File: src/rtl/axi_decouple_shell_src_if.sv
// AXI4 bus bundle (AW/W/B/AR/R) shared by both sides of the shell decoupler.
// The master modport is the side issuing requests; the slave modport is the side accepting them.
interface axi_decouple_shell_src_if #(
    parameter int unsigned ID_W   = 4,
    parameter int unsigned ADDR_W = 32,
    parameter int unsigned DATA_W = 32
);
    logic [ID_W-1:0]     awid;
    logic [ADDR_W-1:0]   awaddr;
    logic [7:0]          awlen;
    logic [2:0]          awsize;
    logic [1:0]          awburst;
    logic                awlock;
    logic [3:0]          awcache;
    logic [2:0]          awprot;
    logic [3:0]          awqos;
    logic [3:0]          awregion;
    logic                awvalid;
    logic                awready;

    logic [DATA_W-1:0]   wdata;
    logic [DATA_W/8-1:0] wstrb;
    logic                wlast;
    logic                wvalid;
    logic                wready;

    logic [ID_W-1:0]     bid;
    logic [1:0]          bresp;
    logic                bvalid;
    logic                bready;

    logic [ID_W-1:0]     arid;
    logic [ADDR_W-1:0]   araddr;
    logic [7:0]          arlen;
    logic [2:0]          arsize;
    logic [1:0]          arburst;
    logic                arlock;
    logic [3:0]          arcache;
    logic [2:0]          arprot;
    logic [3:0]          arqos;
    logic [3:0]          arregion;
    logic                arvalid;
    logic                arready;

    logic [ID_W-1:0]     rid;
    logic [DATA_W-1:0]   rdata;
    logic [1:0]          rresp;
    logic                rlast;
    logic                rvalid;
    logic                rready;

    modport master (
        output awid, awaddr, awlen, awsize, awburst, awlock, awcache, awprot, awqos, awregion, awvalid,
        input  awready,
        output wdata, wstrb, wlast, wvalid,
        input  wready,
        input  bid, bresp, bvalid,
        output bready,
        output arid, araddr, arlen, arsize, arburst, arlock, arcache, arprot, arqos, arregion, arvalid,
        input  arready,
        input  rid, rdata, rresp, rlast, rvalid,
        output rready
    );

    modport slave (
        input  awid, awaddr, awlen, awsize, awburst, awlock, awcache, awprot, awqos, awregion, awvalid,
        output awready,
        input  wdata, wstrb, wlast, wvalid,
        output wready,
        output bid, bresp, bvalid,
        input  bready,
        input  arid, araddr, arlen, arsize, arburst, arlock, arcache, arprot, arqos, arregion, arvalid,
        output arready,
        output rid, rdata, rresp, rlast, rvalid,
        input  rready
    );
endinterface

File: src/rtl/axi_decouple_shell_src.sv
// AXI4 decoupler: tracks outstanding bursts, drains them on request and then isolates
// the upstream side. Payloads pass straight through; only valid/ready are gated.
module axi_decouple_shell_src #(
    parameter int unsigned MAX_OUTST = 16,
    parameter int unsigned CNT_BITS  = $clog2(MAX_OUTST + 1)
) (
    input  logic                     aclk,
    input  logic                     aresetn,
    axi_decouple_shell_src_if.slave  s_axi,
    axi_decouple_shell_src_if.master m_axi,
    input  logic                     decouple_req,
    output logic                     decouple_ack,
    output logic [CNT_BITS-1:0]      wr_outst,
    output logic [CNT_BITS-1:0]      rd_outst
);

    localparam logic [CNT_BITS-1:0] MAX_CNT = CNT_BITS'(MAX_OUTST);
    localparam logic [CNT_BITS-1:0] ONE     = CNT_BITS'(1);

    typedef enum logic [1:0] {
        RUN   = 2'd0,
        DRAIN = 2'd1,
        ISOL  = 2'd2
    } state_e;

    state_e              state_q, state_d;
    logic [CNT_BITS-1:0] wr_outst_q, wr_outst_d;
    logic [CNT_BITS-1:0] rd_outst_q, rd_outst_d;
    logic [CNT_BITS-1:0] w_pend_q, w_pend_d;
    logic                decouple_ack_q, decouple_ack_d;

    logic run_en, flow_en, aw_en, ar_en, w_en;
    logic aw_hs, w_hs, w_last_hs, b_hs, ar_hs, r_hs, r_last_hs;
    logic drained;

    // Gating includes aresetn so nothing leaks through while reset is held,
    // independent of the registered state.
    assign run_en  = aresetn & (state_q == RUN);
    assign flow_en = aresetn & (state_q != ISOL);
    assign aw_en   = run_en & (wr_outst_q < MAX_CNT) & (w_pend_q < MAX_CNT);
    assign ar_en   = run_en & (rd_outst_q < MAX_CNT);
    assign w_en    = flow_en & (w_pend_q != '0);

    assign m_axi.awid     = s_axi.awid;
    assign m_axi.awaddr   = s_axi.awaddr;
    assign m_axi.awlen    = s_axi.awlen;
    assign m_axi.awsize   = s_axi.awsize;
    assign m_axi.awburst  = s_axi.awburst;
    assign m_axi.awlock   = s_axi.awlock;
    assign m_axi.awcache  = s_axi.awcache;
    assign m_axi.awprot   = s_axi.awprot;
    assign m_axi.awqos    = s_axi.awqos;
    assign m_axi.awregion = s_axi.awregion;
    assign m_axi.awvalid  = s_axi.awvalid & aw_en;
    assign s_axi.awready  = m_axi.awready & aw_en;

    assign m_axi.wdata    = s_axi.wdata;
    assign m_axi.wstrb    = s_axi.wstrb;
    assign m_axi.wlast    = s_axi.wlast;
    assign m_axi.wvalid   = s_axi.wvalid & w_en;
    assign s_axi.wready   = m_axi.wready & w_en;

    assign s_axi.bid      = m_axi.bid;
    assign s_axi.bresp    = m_axi.bresp;
    assign s_axi.bvalid   = m_axi.bvalid & flow_en;
    assign m_axi.bready   = s_axi.bready & flow_en;

    assign m_axi.arid     = s_axi.arid;
    assign m_axi.araddr   = s_axi.araddr;
    assign m_axi.arlen    = s_axi.arlen;
    assign m_axi.arsize   = s_axi.arsize;
    assign m_axi.arburst  = s_axi.arburst;
    assign m_axi.arlock   = s_axi.arlock;
    assign m_axi.arcache  = s_axi.arcache;
    assign m_axi.arprot   = s_axi.arprot;
    assign m_axi.arqos    = s_axi.arqos;
    assign m_axi.arregion = s_axi.arregion;
    assign m_axi.arvalid  = s_axi.arvalid & ar_en;
    assign s_axi.arready  = m_axi.arready & ar_en;

    assign s_axi.rid      = m_axi.rid;
    assign s_axi.rdata    = m_axi.rdata;
    assign s_axi.rresp    = m_axi.rresp;
    assign s_axi.rlast    = m_axi.rlast;
    assign s_axi.rvalid   = m_axi.rvalid & flow_en;
    assign m_axi.rready   = s_axi.rready & flow_en;

    assign aw_hs     = s_axi.awvalid & m_axi.awready & aw_en;
    assign w_hs      = s_axi.wvalid & m_axi.wready & w_en;
    assign w_last_hs = w_hs & s_axi.wlast;
    assign b_hs      = m_axi.bvalid & s_axi.bready & flow_en;
    assign ar_hs     = s_axi.arvalid & m_axi.arready & ar_en;
    assign r_hs      = m_axi.rvalid & s_axi.rready & flow_en;
    assign r_last_hs = r_hs & m_axi.rlast;

    assign drained = (wr_outst_q == '0) && (rd_outst_q == '0) && (w_pend_q == '0) &&
                     !(aw_hs || w_hs || b_hs || ar_hs || r_hs);

    always_comb begin
        wr_outst_d = wr_outst_q;
        if (aw_hs && !b_hs) begin
            wr_outst_d = wr_outst_q + ONE;
        end else if (b_hs && !aw_hs && (wr_outst_q != '0)) begin
            wr_outst_d = wr_outst_q - ONE;
        end

        rd_outst_d = rd_outst_q;
        if (ar_hs && !r_last_hs) begin
            rd_outst_d = rd_outst_q + ONE;
        end else if (r_last_hs && !ar_hs && (rd_outst_q != '0)) begin
            rd_outst_d = rd_outst_q - ONE;
        end

        w_pend_d = w_pend_q;
        if (aw_hs && !w_last_hs) begin
            w_pend_d = w_pend_q + ONE;
        end else if (w_last_hs && !aw_hs) begin
            w_pend_d = w_pend_q - ONE;
        end
    end

    always_comb begin
        state_d = state_q;
        unique case (state_q)
            RUN:     if (decouple_req) state_d = DRAIN;
            DRAIN: begin
                if (!decouple_req) begin
                    state_d = RUN;
                end else if (drained) begin
                    state_d = ISOL;
                end
            end
            ISOL:    if (!decouple_req) state_d = RUN;
            default: state_d = RUN;
        endcase
        decouple_ack_d = (state_d == ISOL);
    end

    always_ff @(posedge aclk or negedge aresetn) begin
        if (!aresetn) begin
            state_q        <= RUN;
            wr_outst_q     <= '0;
            rd_outst_q     <= '0;
            w_pend_q       <= '0;
            decouple_ack_q <= 1'b0;
        end else begin
            state_q        <= state_d;
            wr_outst_q     <= wr_outst_d;
            rd_outst_q     <= rd_outst_d;
            w_pend_q       <= w_pend_d;
            decouple_ack_q <= decouple_ack_d;
        end
    end

    assign decouple_ack = decouple_ack_q;
    assign wr_outst     = wr_outst_q;
    assign rd_outst     = rd_outst_q;

    // A B or final R with nothing outstanding means the downstream broke protocol.
    a_wr_underflow : assert property (@(posedge aclk) disable iff (!aresetn)
        !(b_hs && !aw_hs && (wr_outst_q == '0)));
    a_rd_underflow : assert property (@(posedge aclk) disable iff (!aresetn)
        !(r_last_hs && !ar_hs && (rd_outst_q == '0)));

endmodule

File: src/flat_wrapper.sv
// flat-port wrapper written by rule: the top's interface ports become plain ports
module axi_decouple_shell_src_flat 
#(
    parameter int unsigned MAX_OUTST = 16,
    parameter int unsigned CNT_BITS  = $clog2(MAX_OUTST + 1)
)
  (aclk, aresetn, decouple_req, decouple_ack, wr_outst, rd_outst, s_axi_awid, s_axi_awaddr, s_axi_awlen, s_axi_awsize, s_axi_awburst, s_axi_awlock, s_axi_awcache, s_axi_awprot, s_axi_awqos, s_axi_awregion, s_axi_awvalid, s_axi_awready, s_axi_wdata, s_axi_wstrb, s_axi_wlast, s_axi_wvalid, s_axi_wready, s_axi_bid, s_axi_bresp, s_axi_bvalid, s_axi_bready, s_axi_arid, s_axi_araddr, s_axi_arlen, s_axi_arsize, s_axi_arburst, s_axi_arlock, s_axi_arcache, s_axi_arprot, s_axi_arqos, s_axi_arregion, s_axi_arvalid, s_axi_arready, s_axi_rid, s_axi_rdata, s_axi_rresp, s_axi_rlast, s_axi_rvalid, s_axi_rready, m_axi_awid, m_axi_awaddr, m_axi_awlen, m_axi_awsize, m_axi_awburst, m_axi_awlock, m_axi_awcache, m_axi_awprot, m_axi_awqos, m_axi_awregion, m_axi_awvalid, m_axi_awready, m_axi_wdata, m_axi_wstrb, m_axi_wlast, m_axi_wvalid, m_axi_wready, m_axi_bid, m_axi_bresp, m_axi_bvalid, m_axi_bready, m_axi_arid, m_axi_araddr, m_axi_arlen, m_axi_arsize, m_axi_arburst, m_axi_arlock, m_axi_arcache, m_axi_arprot, m_axi_arqos, m_axi_arregion, m_axi_arvalid, m_axi_arready, m_axi_rid, m_axi_rdata, m_axi_rresp, m_axi_rlast, m_axi_rvalid, m_axi_rready);
  axi_decouple_shell_src_if s_axi_i ();
  axi_decouple_shell_src_if m_axi_i ();
  input  logic aclk;
  input  logic aresetn;
  input  logic decouple_req;
  output logic decouple_ack;
  output logic [CNT_BITS-1:0] wr_outst;
  output logic [CNT_BITS-1:0] rd_outst;
  input wire logic [$bits(s_axi_i.awid)-1:0] s_axi_awid;
  input wire logic [$bits(s_axi_i.awaddr)-1:0] s_axi_awaddr;
  input wire logic [$bits(s_axi_i.awlen)-1:0] s_axi_awlen;
  input wire logic [$bits(s_axi_i.awsize)-1:0] s_axi_awsize;
  input wire logic [$bits(s_axi_i.awburst)-1:0] s_axi_awburst;
  input wire logic [$bits(s_axi_i.awlock)-1:0] s_axi_awlock;
  input wire logic [$bits(s_axi_i.awcache)-1:0] s_axi_awcache;
  input wire logic [$bits(s_axi_i.awprot)-1:0] s_axi_awprot;
  input wire logic [$bits(s_axi_i.awqos)-1:0] s_axi_awqos;
  input wire logic [$bits(s_axi_i.awregion)-1:0] s_axi_awregion;
  input wire logic [$bits(s_axi_i.awvalid)-1:0] s_axi_awvalid;
  output wire logic [$bits(s_axi_i.awready)-1:0] s_axi_awready;
  input wire logic [$bits(s_axi_i.wdata)-1:0] s_axi_wdata;
  input wire logic [$bits(s_axi_i.wstrb)-1:0] s_axi_wstrb;
  input wire logic [$bits(s_axi_i.wlast)-1:0] s_axi_wlast;
  input wire logic [$bits(s_axi_i.wvalid)-1:0] s_axi_wvalid;
  output wire logic [$bits(s_axi_i.wready)-1:0] s_axi_wready;
  output wire logic [$bits(s_axi_i.bid)-1:0] s_axi_bid;
  output wire logic [$bits(s_axi_i.bresp)-1:0] s_axi_bresp;
  output wire logic [$bits(s_axi_i.bvalid)-1:0] s_axi_bvalid;
  input wire logic [$bits(s_axi_i.bready)-1:0] s_axi_bready;
  input wire logic [$bits(s_axi_i.arid)-1:0] s_axi_arid;
  input wire logic [$bits(s_axi_i.araddr)-1:0] s_axi_araddr;
  input wire logic [$bits(s_axi_i.arlen)-1:0] s_axi_arlen;
  input wire logic [$bits(s_axi_i.arsize)-1:0] s_axi_arsize;
  input wire logic [$bits(s_axi_i.arburst)-1:0] s_axi_arburst;
  input wire logic [$bits(s_axi_i.arlock)-1:0] s_axi_arlock;
  input wire logic [$bits(s_axi_i.arcache)-1:0] s_axi_arcache;
  input wire logic [$bits(s_axi_i.arprot)-1:0] s_axi_arprot;
  input wire logic [$bits(s_axi_i.arqos)-1:0] s_axi_arqos;
  input wire logic [$bits(s_axi_i.arregion)-1:0] s_axi_arregion;
  input wire logic [$bits(s_axi_i.arvalid)-1:0] s_axi_arvalid;
  output wire logic [$bits(s_axi_i.arready)-1:0] s_axi_arready;
  output wire logic [$bits(s_axi_i.rid)-1:0] s_axi_rid;
  output wire logic [$bits(s_axi_i.rdata)-1:0] s_axi_rdata;
  output wire logic [$bits(s_axi_i.rresp)-1:0] s_axi_rresp;
  output wire logic [$bits(s_axi_i.rlast)-1:0] s_axi_rlast;
  output wire logic [$bits(s_axi_i.rvalid)-1:0] s_axi_rvalid;
  input wire logic [$bits(s_axi_i.rready)-1:0] s_axi_rready;
  output wire logic [$bits(m_axi_i.awid)-1:0] m_axi_awid;
  output wire logic [$bits(m_axi_i.awaddr)-1:0] m_axi_awaddr;
  output wire logic [$bits(m_axi_i.awlen)-1:0] m_axi_awlen;
  output wire logic [$bits(m_axi_i.awsize)-1:0] m_axi_awsize;
  output wire logic [$bits(m_axi_i.awburst)-1:0] m_axi_awburst;
  output wire logic [$bits(m_axi_i.awlock)-1:0] m_axi_awlock;
  output wire logic [$bits(m_axi_i.awcache)-1:0] m_axi_awcache;
  output wire logic [$bits(m_axi_i.awprot)-1:0] m_axi_awprot;
  output wire logic [$bits(m_axi_i.awqos)-1:0] m_axi_awqos;
  output wire logic [$bits(m_axi_i.awregion)-1:0] m_axi_awregion;
  output wire logic [$bits(m_axi_i.awvalid)-1:0] m_axi_awvalid;
  input wire logic [$bits(m_axi_i.awready)-1:0] m_axi_awready;
  output wire logic [$bits(m_axi_i.wdata)-1:0] m_axi_wdata;
  output wire logic [$bits(m_axi_i.wstrb)-1:0] m_axi_wstrb;
  output wire logic [$bits(m_axi_i.wlast)-1:0] m_axi_wlast;
  output wire logic [$bits(m_axi_i.wvalid)-1:0] m_axi_wvalid;
  input wire logic [$bits(m_axi_i.wready)-1:0] m_axi_wready;
  input wire logic [$bits(m_axi_i.bid)-1:0] m_axi_bid;
  input wire logic [$bits(m_axi_i.bresp)-1:0] m_axi_bresp;
  input wire logic [$bits(m_axi_i.bvalid)-1:0] m_axi_bvalid;
  output wire logic [$bits(m_axi_i.bready)-1:0] m_axi_bready;
  output wire logic [$bits(m_axi_i.arid)-1:0] m_axi_arid;
  output wire logic [$bits(m_axi_i.araddr)-1:0] m_axi_araddr;
  output wire logic [$bits(m_axi_i.arlen)-1:0] m_axi_arlen;
  output wire logic [$bits(m_axi_i.arsize)-1:0] m_axi_arsize;
  output wire logic [$bits(m_axi_i.arburst)-1:0] m_axi_arburst;
  output wire logic [$bits(m_axi_i.arlock)-1:0] m_axi_arlock;
  output wire logic [$bits(m_axi_i.arcache)-1:0] m_axi_arcache;
  output wire logic [$bits(m_axi_i.arprot)-1:0] m_axi_arprot;
  output wire logic [$bits(m_axi_i.arqos)-1:0] m_axi_arqos;
  output wire logic [$bits(m_axi_i.arregion)-1:0] m_axi_arregion;
  output wire logic [$bits(m_axi_i.arvalid)-1:0] m_axi_arvalid;
  input wire logic [$bits(m_axi_i.arready)-1:0] m_axi_arready;
  input wire logic [$bits(m_axi_i.rid)-1:0] m_axi_rid;
  input wire logic [$bits(m_axi_i.rdata)-1:0] m_axi_rdata;
  input wire logic [$bits(m_axi_i.rresp)-1:0] m_axi_rresp;
  input wire logic [$bits(m_axi_i.rlast)-1:0] m_axi_rlast;
  input wire logic [$bits(m_axi_i.rvalid)-1:0] m_axi_rvalid;
  output wire logic [$bits(m_axi_i.rready)-1:0] m_axi_rready;
  assign s_axi_i.awid = s_axi_awid;
  assign s_axi_i.awaddr = s_axi_awaddr;
  assign s_axi_i.awlen = s_axi_awlen;
  assign s_axi_i.awsize = s_axi_awsize;
  assign s_axi_i.awburst = s_axi_awburst;
  assign s_axi_i.awlock = s_axi_awlock;
  assign s_axi_i.awcache = s_axi_awcache;
  assign s_axi_i.awprot = s_axi_awprot;
  assign s_axi_i.awqos = s_axi_awqos;
  assign s_axi_i.awregion = s_axi_awregion;
  assign s_axi_i.awvalid = s_axi_awvalid;
  assign s_axi_awready = s_axi_i.awready;
  assign s_axi_i.wdata = s_axi_wdata;
  assign s_axi_i.wstrb = s_axi_wstrb;
  assign s_axi_i.wlast = s_axi_wlast;
  assign s_axi_i.wvalid = s_axi_wvalid;
  assign s_axi_wready = s_axi_i.wready;
  assign s_axi_bid = s_axi_i.bid;
  assign s_axi_bresp = s_axi_i.bresp;
  assign s_axi_bvalid = s_axi_i.bvalid;
  assign s_axi_i.bready = s_axi_bready;
  assign s_axi_i.arid = s_axi_arid;
  assign s_axi_i.araddr = s_axi_araddr;
  assign s_axi_i.arlen = s_axi_arlen;
  assign s_axi_i.arsize = s_axi_arsize;
  assign s_axi_i.arburst = s_axi_arburst;
  assign s_axi_i.arlock = s_axi_arlock;
  assign s_axi_i.arcache = s_axi_arcache;
  assign s_axi_i.arprot = s_axi_arprot;
  assign s_axi_i.arqos = s_axi_arqos;
  assign s_axi_i.arregion = s_axi_arregion;
  assign s_axi_i.arvalid = s_axi_arvalid;
  assign s_axi_arready = s_axi_i.arready;
  assign s_axi_rid = s_axi_i.rid;
  assign s_axi_rdata = s_axi_i.rdata;
  assign s_axi_rresp = s_axi_i.rresp;
  assign s_axi_rlast = s_axi_i.rlast;
  assign s_axi_rvalid = s_axi_i.rvalid;
  assign s_axi_i.rready = s_axi_rready;
  assign m_axi_awid = m_axi_i.awid;
  assign m_axi_awaddr = m_axi_i.awaddr;
  assign m_axi_awlen = m_axi_i.awlen;
  assign m_axi_awsize = m_axi_i.awsize;
  assign m_axi_awburst = m_axi_i.awburst;
  assign m_axi_awlock = m_axi_i.awlock;
  assign m_axi_awcache = m_axi_i.awcache;
  assign m_axi_awprot = m_axi_i.awprot;
  assign m_axi_awqos = m_axi_i.awqos;
  assign m_axi_awregion = m_axi_i.awregion;
  assign m_axi_awvalid = m_axi_i.awvalid;
  assign m_axi_i.awready = m_axi_awready;
  assign m_axi_wdata = m_axi_i.wdata;
  assign m_axi_wstrb = m_axi_i.wstrb;
  assign m_axi_wlast = m_axi_i.wlast;
  assign m_axi_wvalid = m_axi_i.wvalid;
  assign m_axi_i.wready = m_axi_wready;
  assign m_axi_i.bid = m_axi_bid;
  assign m_axi_i.bresp = m_axi_bresp;
  assign m_axi_i.bvalid = m_axi_bvalid;
  assign m_axi_bready = m_axi_i.bready;
  assign m_axi_arid = m_axi_i.arid;
  assign m_axi_araddr = m_axi_i.araddr;
  assign m_axi_arlen = m_axi_i.arlen;
  assign m_axi_arsize = m_axi_i.arsize;
  assign m_axi_arburst = m_axi_i.arburst;
  assign m_axi_arlock = m_axi_i.arlock;
  assign m_axi_arcache = m_axi_i.arcache;
  assign m_axi_arprot = m_axi_i.arprot;
  assign m_axi_arqos = m_axi_i.arqos;
  assign m_axi_arregion = m_axi_i.arregion;
  assign m_axi_arvalid = m_axi_i.arvalid;
  assign m_axi_i.arready = m_axi_arready;
  assign m_axi_i.rid = m_axi_rid;
  assign m_axi_i.rdata = m_axi_rdata;
  assign m_axi_i.rresp = m_axi_rresp;
  assign m_axi_i.rlast = m_axi_rlast;
  assign m_axi_i.rvalid = m_axi_rvalid;
  assign m_axi_rready = m_axi_i.rready;
  axi_decouple_shell_src #(.MAX_OUTST(MAX_OUTST), .CNT_BITS(CNT_BITS)) u_core (.aclk(aclk), .aresetn(aresetn), .s_axi(s_axi_i), .m_axi(m_axi_i), .decouple_req(decouple_req), .decouple_ack(decouple_ack), .wr_outst(wr_outst), .rd_outst(rd_outst));
endmodule
File: config.mk
export PLATFORM = sky130hd
export DESIGN_NAME = axi_decouple_shell_src_flat
export DESIGN_NICKNAME = d
export VERILOG_FILES = /design/src/rtl/axi_decouple_shell_src_if.sv /design/src/rtl/axi_decouple_shell_src.sv /design/src/flat_wrapper.sv
export SDC_FILE = /design/constraint.sdc
export NUM_CORES = 1
export LEC_CHECK = 0
export ABC_AREA = 1
export CAP_MARGIN = 20
export CORE_AREA = 2 2 177 179
export CTS_BUF_LIST = sky130_fd_sc_hd__clkbuf_8 sky130_fd_sc_hd__clkbuf_16
export DETAILED_ROUTE_END_ITERATION = 10
export DIE_AREA = 0 0 179 181
export PLACE_DENSITY = 0.48
export SLEW_MARGIN = 20
export SYNTH_ARGS = -nofsm -noshare
export SYNTH_HDL_FRONTEND = slang
export SYNTH_SLANG_ARGS = --single-unit
File: constraint.sdc
create_clock -name aclk -period 2.9 [get_ports aclk]
set_input_delay 0.725 -clock aclk [delete_from_list [all_inputs] [get_ports aclk]]
set_output_delay 0.725 -clock aclk [all_outputs]
set_load 0.005 [all_outputs]
* Word level (Yosys, flattened, before mapping)
Index checks and enable logic that the tools add are counted.
Storage, ports and cells: logic and storage cells 88, bits in registers 18
Operators by class: mux-type cells 11, reductions and logical operators 31, eq/ne operators 4, $add $sub $neg 6, bitwise gates (word level) 28, magnitude comparators 3
Operators with widths (number):
- 5-bit two-way mux | 6
- 1-bit bitwise AND | 28
- 5-bit by 1-bit adder with 5-bit output (second input constant) | 3
- 5-bit zero test | 3
- 5-bit < comparator (second input constant) | 3
- 5-bit nonzero test | 3
- 5-bit by 1-bit subtractor with 5-bit output (second input constant) | 3
- 1-bit logical AND | 11
- 2-bit two-way mux | 4
- 1-bit zero test | 6
- 2-bit one-hot mux with 3 select lines | 1
- 2-bit nonzero test | 3
- 2-bit equality test (second input constant) | 2
- 1-bit logical OR | 4
- 2-bit by 1-bit equality test with 1-bit output (second input constant) | 1
- 2-bit zero test | 1
- 2-bit != test (second input constant) | 1

* Longest topological paths before layout
Gate-level depths: netlist (run 1).
depth in word-level cells 15, depth in mapped cells 16

* Worst setup path before layout (run 1)
Ideal clock, no wire load.
path kind input -> register, start point input port aresetn, end point register u_core.w_pend_q[4], required time 2783 ps, data arrival time 2244 ps, library setup time 117 ps, buffers on the path 0, cell stages on the path 14, slack 539 ps, cell sequence nand2_2 inv_1 nand2_1 nor2_1 nand3_1 ha_1 fa_1 inv_1 nand2_1 nand2_1 a21oi_1 xor2_1 nand2_1 nand2_1
Between the ends: cells in the longest elaborated chain, start to end 7, elaborated cells between the ends (all ways) 14
Ends and longest elaborated chain:
- from (decl) | line flat_wrapper.sv:11 | input logic aresetn;
- 1-bit bitwise AND (on tied branches) | line axi_decouple_shell_src.sv:39, axi_decouple_shell_src.sv:38
- 1-bit bitwise AND (on tied branches) | line axi_decouple_shell_src.sv:42, axi_decouple_shell_src.sv:40
- 1-bit bitwise AND (on tied branches) | line axi_decouple_shell_src.sv:89, axi_decouple_shell_src.sv:40
- 1-bit bitwise AND (on tied branches) | line axi_decouple_shell_src.sv:90, axi_decouple_shell_src.sv:88
- 1-bit zero test (on tied branches) | line axi_decouple_shell_src.sv:115, axi_decouple_shell_src.sv:117
- 1-bit logical AND (on tied branches) | line axi_decouple_shell_src.sv:115, axi_decouple_shell_src.sv:117
- 5-bit two-way mux / 2-bit nonzero test (equally long branches)
- to (signal assigned) | line axi_decouple_shell_src.sv:150 | w_pend_q <= w_pend_d;
- to (decl) | line axi_decouple_shell_src.sv:29 | logic [CNT_BITS-1:0] w_pend_q, w_pend_d;
Several ways; a longest one is shown, not always the timed one. A chain may end at the register's enable or synchronous reset.

* Worst setup path in the final report (run 1)
start point input port aresetn, end point output port s_axi_awready
Between the ends: cells in the longest elaborated chain, start to end 4
Ends and longest elaborated chain:
- 1-bit bitwise AND | line axi_decouple_shell_src.sv:38 | assign run_en = aresetn & (state_q == RUN);
- 1-bit bitwise AND (2 in a row) | line axi_decouple_shell_src.sv:40 | assign aw_en = run_en & (wr_outst_q < MAX_CNT) & (w_pend_q < MAX_CNT);
- 1-bit bitwise AND | line axi_decouple_shell_src.sv:55 | assign s_axi.awready = m_axi.awready & aw_en;
- to (decl) | line flat_wrapper.sv:27 | output wire logic [$bits(s_axi_i.awready)-1:0] s_axi_awready;
Every way passes these cells.

==> impl_metrics.yaml, run 1 <==
drt:
  ant_nets: 0
  wl_per_cell_um: 14.0
  via_per_inst: 2.66
  first_pass_iters: 4
  drtIter0Drc: 54
  route.detailed.drc: 0
  wl_um: 9220
  vias: 1752
clocking:
  cts_buffers: 3
  clock_latency_ns: 0.26
  clock-sinks: 18
  htree_levels: 1
  clockRootBuffer: "clkbuf_16"
  postCtsHoldBufs: 0
  clockBufferDepth: 2
  clk_pin_slew_ns: 0.06
  cts_tree: "built"
sta:
  clock.fmax_mhz: 366
  setup_violations: 0
  setup_ws_ns: 0.170
  period_needed_ns: 2.73
  tightest_slew_ns: 0.246
  period_share: 0.941
  tns_ns: 0
  maxSlewViolCount: 0
  relSlewSlack: 0.836
  finalHoldViolations: 0
  hold-worst-slack_ns: 0.509
  rsz0062_at_grt: "false"
  skew_ns: 0.00265
power_and_ir_drop:
  cellPowerDensity_mw_per_mm2: 711
  ir_drop_mv: 0.148
  p_leak_uw: 0.00112
grt:
  use_met3: 0.0478
  met1_usage: 0.0549
  grt.busiest_layer: "met2"
  grt_antenna_before_repair: 0
  grt_pass1_wl_um: 12500
  grtUsageTotal: 0.0555
  first_global_vias: 1782
  grt_max_degree: 11
  grtUsageMet2: 0.0669
  overflow: 0
final_layout:
  fillers: 3515
  drive_gt1_frac: 0.160
  ff_latch_area_um2: 450
  area_growth_pct: -14.5
  final_util: 0.0842
  nets: 501
  fin_cells: 658
  diodes: 0
  multi_input_area_um2: 813
die:
  io-pin-count: 458
  core_region_area_mm2: 0.0303
  fp.dieArea_mm2: 0.0324
  die_h_um: 181
  die_w_um: 179
  start_util: 0.0984
  num_rows: 64
yosys:
  muxShareOfSynthArea: 0
  syn_avg_cell_area_um2: 7.36
  ys_warn_count: 0
  ys_types: 22
  synth-compound-area-share: 0.0255
  synth_nets: 644
  synth_area_mm2: 0.00299
  synth_top_family_by_area: "buffers and inverters"
  synth_cells: 406
  synth_fa_ha_area_frac: 0.0620
  ys_seq_elements: 18
  synth_xor_area_frac: 0.0205
  synth.yosys.seq_area_share: 0.151
  synthSimpleGateAreaFrac: 0.163
place:
  io_buffers: 37
  dpl_worst_slack_ns: -0.179
  gp_congestion: 0.705
  place_inst: 653
  hpwl_um: 7850
critical_path:
  crit_chain: "dlygate4sd2_1 -> nand2_1 -> nor2_4 -> inv_1 -> nor2_1 -> clkdlybuf4s50_1"
  cpMaxStageDelayCell: "clkdlybuf4s50_1"
  endpoint_kind: "primary output"
  path_buf_inv: 3
  rrSetupSlack_ns: 0.50
  cp_max_fo: 3
  max_stage_delay_ns: 0.51
  critPathKind: "input pin to primary output"
  crit_family: "buffers and inverters"
  cp.required_ns: 2.17
  crit_arrival_ns: 2.00
  cp-start-kind: "input pin"
min_path:
  hold_path.class: "flip-flop to flip-flop"
run:
  maxCapViolCount: 0
run_status:
  status: "finished, final reports clean"
==> area by class of cell <==
type | instances | area share
Clock buffer | 4 | 0.0348
Inverter | 36 | 0.0529
Multi-Input combinational cell | 140 | 0.318
Sequential cell | 18 | 0.176
Tap cell | 396 | 0.194
Timing Repair Buffer | 64 | 0.224
==> cells in the final DEF (no fill, tap or decap) <==
cell type        count
nand2_2              7
a21boi_0             1
nor2_1              27
buf_4               27
xnor2_1              1
o21bai_1             1
nor2_4               1
nand3_1             21
xor2_1               6
nor2_2               1
clkbuf_8             1
and2_0               1
o21ai_0              4
clkbuf_16            3
nand4_1              2
dlygate4sd2_1        1
a31oi_1              1
dfrtp_1             18
inv_1               36
ha_1                10
clkdlybuf4s50_1     36
fa_1                 3
a21oi_1              7
nand2_1             44
nand3_4              1
nand4_4              1
==> repair_timing <==
item | in CTS | in global routing
endpoints found under the setup margin | 10 | 1
resized for setup | 1 | 1
buffers inserted | 1 | 0
pin swaps | 1 | 0
gates cloned | 0 | 0
==> flip-flops by register name, summed over array words and instances (netlist names) <==
signal,cells
u_core.rd_outst,5
u_core.w_pend_q,5
u_core.wr_outst,5
u_core.state_q,2
u_core.decouple_ack,1
==> worst paths after layout <==
check | cells past startpoint | from | to
worst max register to register | 15 | u_core.state_q[1] | u_core.w_pend_q[4]
worst max-delay path | 6 | aresetn | s_axi_awready
min in group asynchronous | 2 | aresetn | u_core.w_pend_q[0]
worst min register to register | 1 | u_core.w_pend_q[0] | u_core.w_pend_q[0]
max in group asynchronous | 3 | aresetn | u_core.rd_outst[4]
worst min-delay path | 1 | u_core.w_pend_q[0] | u_core.w_pend_q[0]
==> where the power goes <==
part | internal (uW) | total (uW) | switching (uW)
combinational | 518 | 1010 | 497
clock | 211 | 324 | 113
sequential | 351 | 477 | 126
total | 1080 | 1820 | 736
==> routing by layer <==
layer  wire length [um]  share of wire  up-vias
li1                   -              -      749
met1               3070           0.33      711
met2               3330           0.36      188
met3               1770           0.19      104
met4               1050           0.11        0
met5                  0              0        -
==> worst register-to-register path, delay by kind of cell (launching register included) <==
family	cells	cell delay [ns]
compound gates	1	0.15
xor+xnor	1	0.16
fa+ha+maj	2	0.50
buf+inv	3	0.32
flops	1	0.40
simple gates	8	0.82
==> cell families after synthesis <==
kind of cell | Yosys count
AO/OA/AOI/OAI | 14
XOR/XNOR | 7
flip-flops | 18
AND/OR/NAND/NOR | 106
adder cells (fa/ha/maj) | 13
buffers and inverters | 248
==> Yosys cell counts <==
cell      number  area, um2
o21ai_0        4       20.0
nand2_1       45        169
xnor2_1        1       8.76
xor2_1         6       52.6
and2_0         1       6.26
nor2_4         1       11.3
nand4_1        2       12.5
buf_4        212       1590
a31oi_1        1       6.26
a21boi_0       1       7.51
ha_1          10        125
nand2_2        6       37.5
inv_1         36        135
nand3_1       21        105
nor2_1        27        101
nand3_4        1       17.5
fa_1           3       60.1
o21bai_1       1       7.51
nor2_2         1       6.26
a21oi_1        7       35.0
nand4_4        1       21.3
dfrtp_1       18        450
==> stage by stage <==
stage,instance area (um2),total power (uW)
floorplan,2990,1250
global placement,2460,1520
detailed placement,2460,1520
CTS,2550,1860
global route,2550,2020
finish,2550,1820
Note: power is estimated with default switching activity, not from simulation.
==> inputs of run 2 (changes only) <==
- CTS_BUF_LIST: sky130_fd_sc_hd__clkbuf_8 sky130_fd_sc_hd__clkbuf_16 -> unset
- SLEW_MARGIN: 20 -> 5
==> results of run 2 <==
Final layout, timing and power as in run 1 (identical DEF).
==> inputs of run 3 (changes only) <==
- CTS_BUF_LIST: unset -> sky130_fd_sc_hd__clkbuf_4
==> impl_metrics.yaml, run 3 (synthesis gave the netlist of run 1 again) <==
run_status:
  status: "finished, final reports clean"
grt:
  overflow: 0
  grt_pass1_wl_um: 12500
  first_global_vias: 1778
  grt_max_degree: 11
  grtUsageTotal: 0.0555
  grt_antenna_before_repair: 0
sta:
  rsz0062_at_grt: "false"
  finalHoldViolations: 0
  skew_ns: 0.00162
  maxSlewViolCount: 0
  setup_violations: 0
  clock.fmax_mhz: 367
  period_needed_ns: 2.72
  relSlewSlack: 0.836
  setup_ws_ns: 0.178
  tightest_slew_ns: 0.245
  period_share: 0.939
final_layout:
  fillers: 3523
  nets: 501
  multi_input_area_um2: 811
  final_cell_mix: "nand2_1 (45), inv_1 (36), clkdlybuf4s50_1 (36)"
  ff_latch_area_um2: 450
  drive_gt1_frac: 0.153
  final_common_cell: "nand2_1"
  area_growth_pct: -16.7
  diodes: 0
critical_path:
  r2r-start: "u_core.state_q[1]"
  cp-start-kind: "input pin"
  crit-reg2reg-capture: "u_core.w_pend_q[4]"
  rrSetupSlack_ns: 0.48
  endpoint_kind: "primary output"
  reg2regPathDepth: 15
  cp_max_fo: 4
  crit_arrival_ns: 2.00
  cp.required_ns: 2.17
  critPathKind: "input pin to primary output"
clocking:
  clockBufferDepth: 2
  clockRootBuffer: "clkbuf_4"
  clock-sinks: 18
  clk_pin_slew_ns: 0.12
  cts_buffers: 3
  htree_levels: 1
  postCtsHoldBufs: 0
  cts_tree: "built"
  clock_latency_ns: 0.31
die:
  num_rows: 64
  die_h_um: 181
  core_region_area_mm2: 0.0303
  die_w_um: 179
  start_util: 0.0984
  fp.dieArea_mm2: 0.0324
  io-pin-count: 458
drt:
  vias: 1737
  wl_um: 9190
  wl_per_cell_um: 14.0
  first_pass_iters: 4
  ant_nets: 0
  route.detailed.drc: 0
  drtIter0Drc: 49
  via_per_inst: 2.64
place:
  gp_congestion: 0.705
  io_buffers: 37
  dpl_worst_slack_ns: -0.179
  hpwl_um: 7850
power_and_ir_drop:
  cellPowerDensity_mw_per_mm2: 657
  p_leak_uw: 0.00109
  finalPower_uw: 1640
  ir_drop_mv: 0.124
min_path:
  hold_path.class: "flip-flop to flip-flop"
  min_from: "u_core.w_pend_q[0]"
  holdPathStages: 1
  min_to: "u_core.w_pend_q[0]"
run:
  maxCapViolCount: 0
==> run 3: worst max path at each step <==
| stage | cells after the start | slack [ns] | from | end |
|---|---|---|---|---|
| 6_report | 7 | 0.18 | aresetn | s_axi_wready |
| 5_1_grt | 6 | 0.04 | u_core.state_q[1] | s_axi_awready |
| 4_1_cts | 6 | 0.09 | aresetn | s_axi_awready |
| 3_5_place_dp | 6 | -0.18 | aresetn | s_axi_awready |
| 3_3_place_gp | 6 | -0.16 | aresetn | s_axi_awready |
| 2_1_floorplan | 14 | 0.54 | aresetn | u_core.w_pend_q[4] |
==> run 3: power breakdown <==
group          leakage [uW]  total [uW]  switching (uW)  internal [uW]
logic              0.000851        1010             494            518
clock network     0.0000154         149            98.2           50.4
registers          0.000225         475             126            350
==> run 3: per-layer routing <==
layer | track usage | vias to the layer above | routed length [um]
met4 | 0.0556 | 0 | 1020
met2 | 0.0669 | 182 | 3380
met3 | 0.0478 | 98 | 1700
met1 | 0.0551 | 707 | 3100
li1 | - | 750 | -
met5 | 0 | - | 0
==> run 3: timing repair <==
item	in CTS	in global routing
setup buffers	1	0
setup endpoints to repair	10	0
gates resized for setup	1	0
==> run 3: layout make-up <==
type / count / area share
multi-input combinational: 140 / 0.326
sequential: 18 / 0.181
clock inverter: 1 / 0.00151
tap: 396 / 0.199
timing repair buffer: 64 / 0.230
clock buffer: 3 / 0.00905
inverter: 36 / 0.0543
==> run 3: metrics by stage <==
stage          std cells  TNS, ns  area [um2]  hold WS [ns]    util
2_1_floorplan        406        0        2990         0.429       -
3_3_place_gp         653    -1.17        2460         0.500  0.0810
3_5_place_dp         653    -1.42        2460         0.495  0.0810
4_1_cts              658        0        2490         0.516  0.0820
5_1_grt              658        0        2490         0.517  0.0820
6_report             658        0        2490         0.518  0.0820
==> run 3: critical path, cell delays in order <==
cell	delay, ns
dlygate4sd2_1	0.27
buf_4	0.16
nand2_2	0.06
inv_1	0.07
nand2_1	0.07
nor2_1	0.12
clkdlybuf4s50_1	0.53
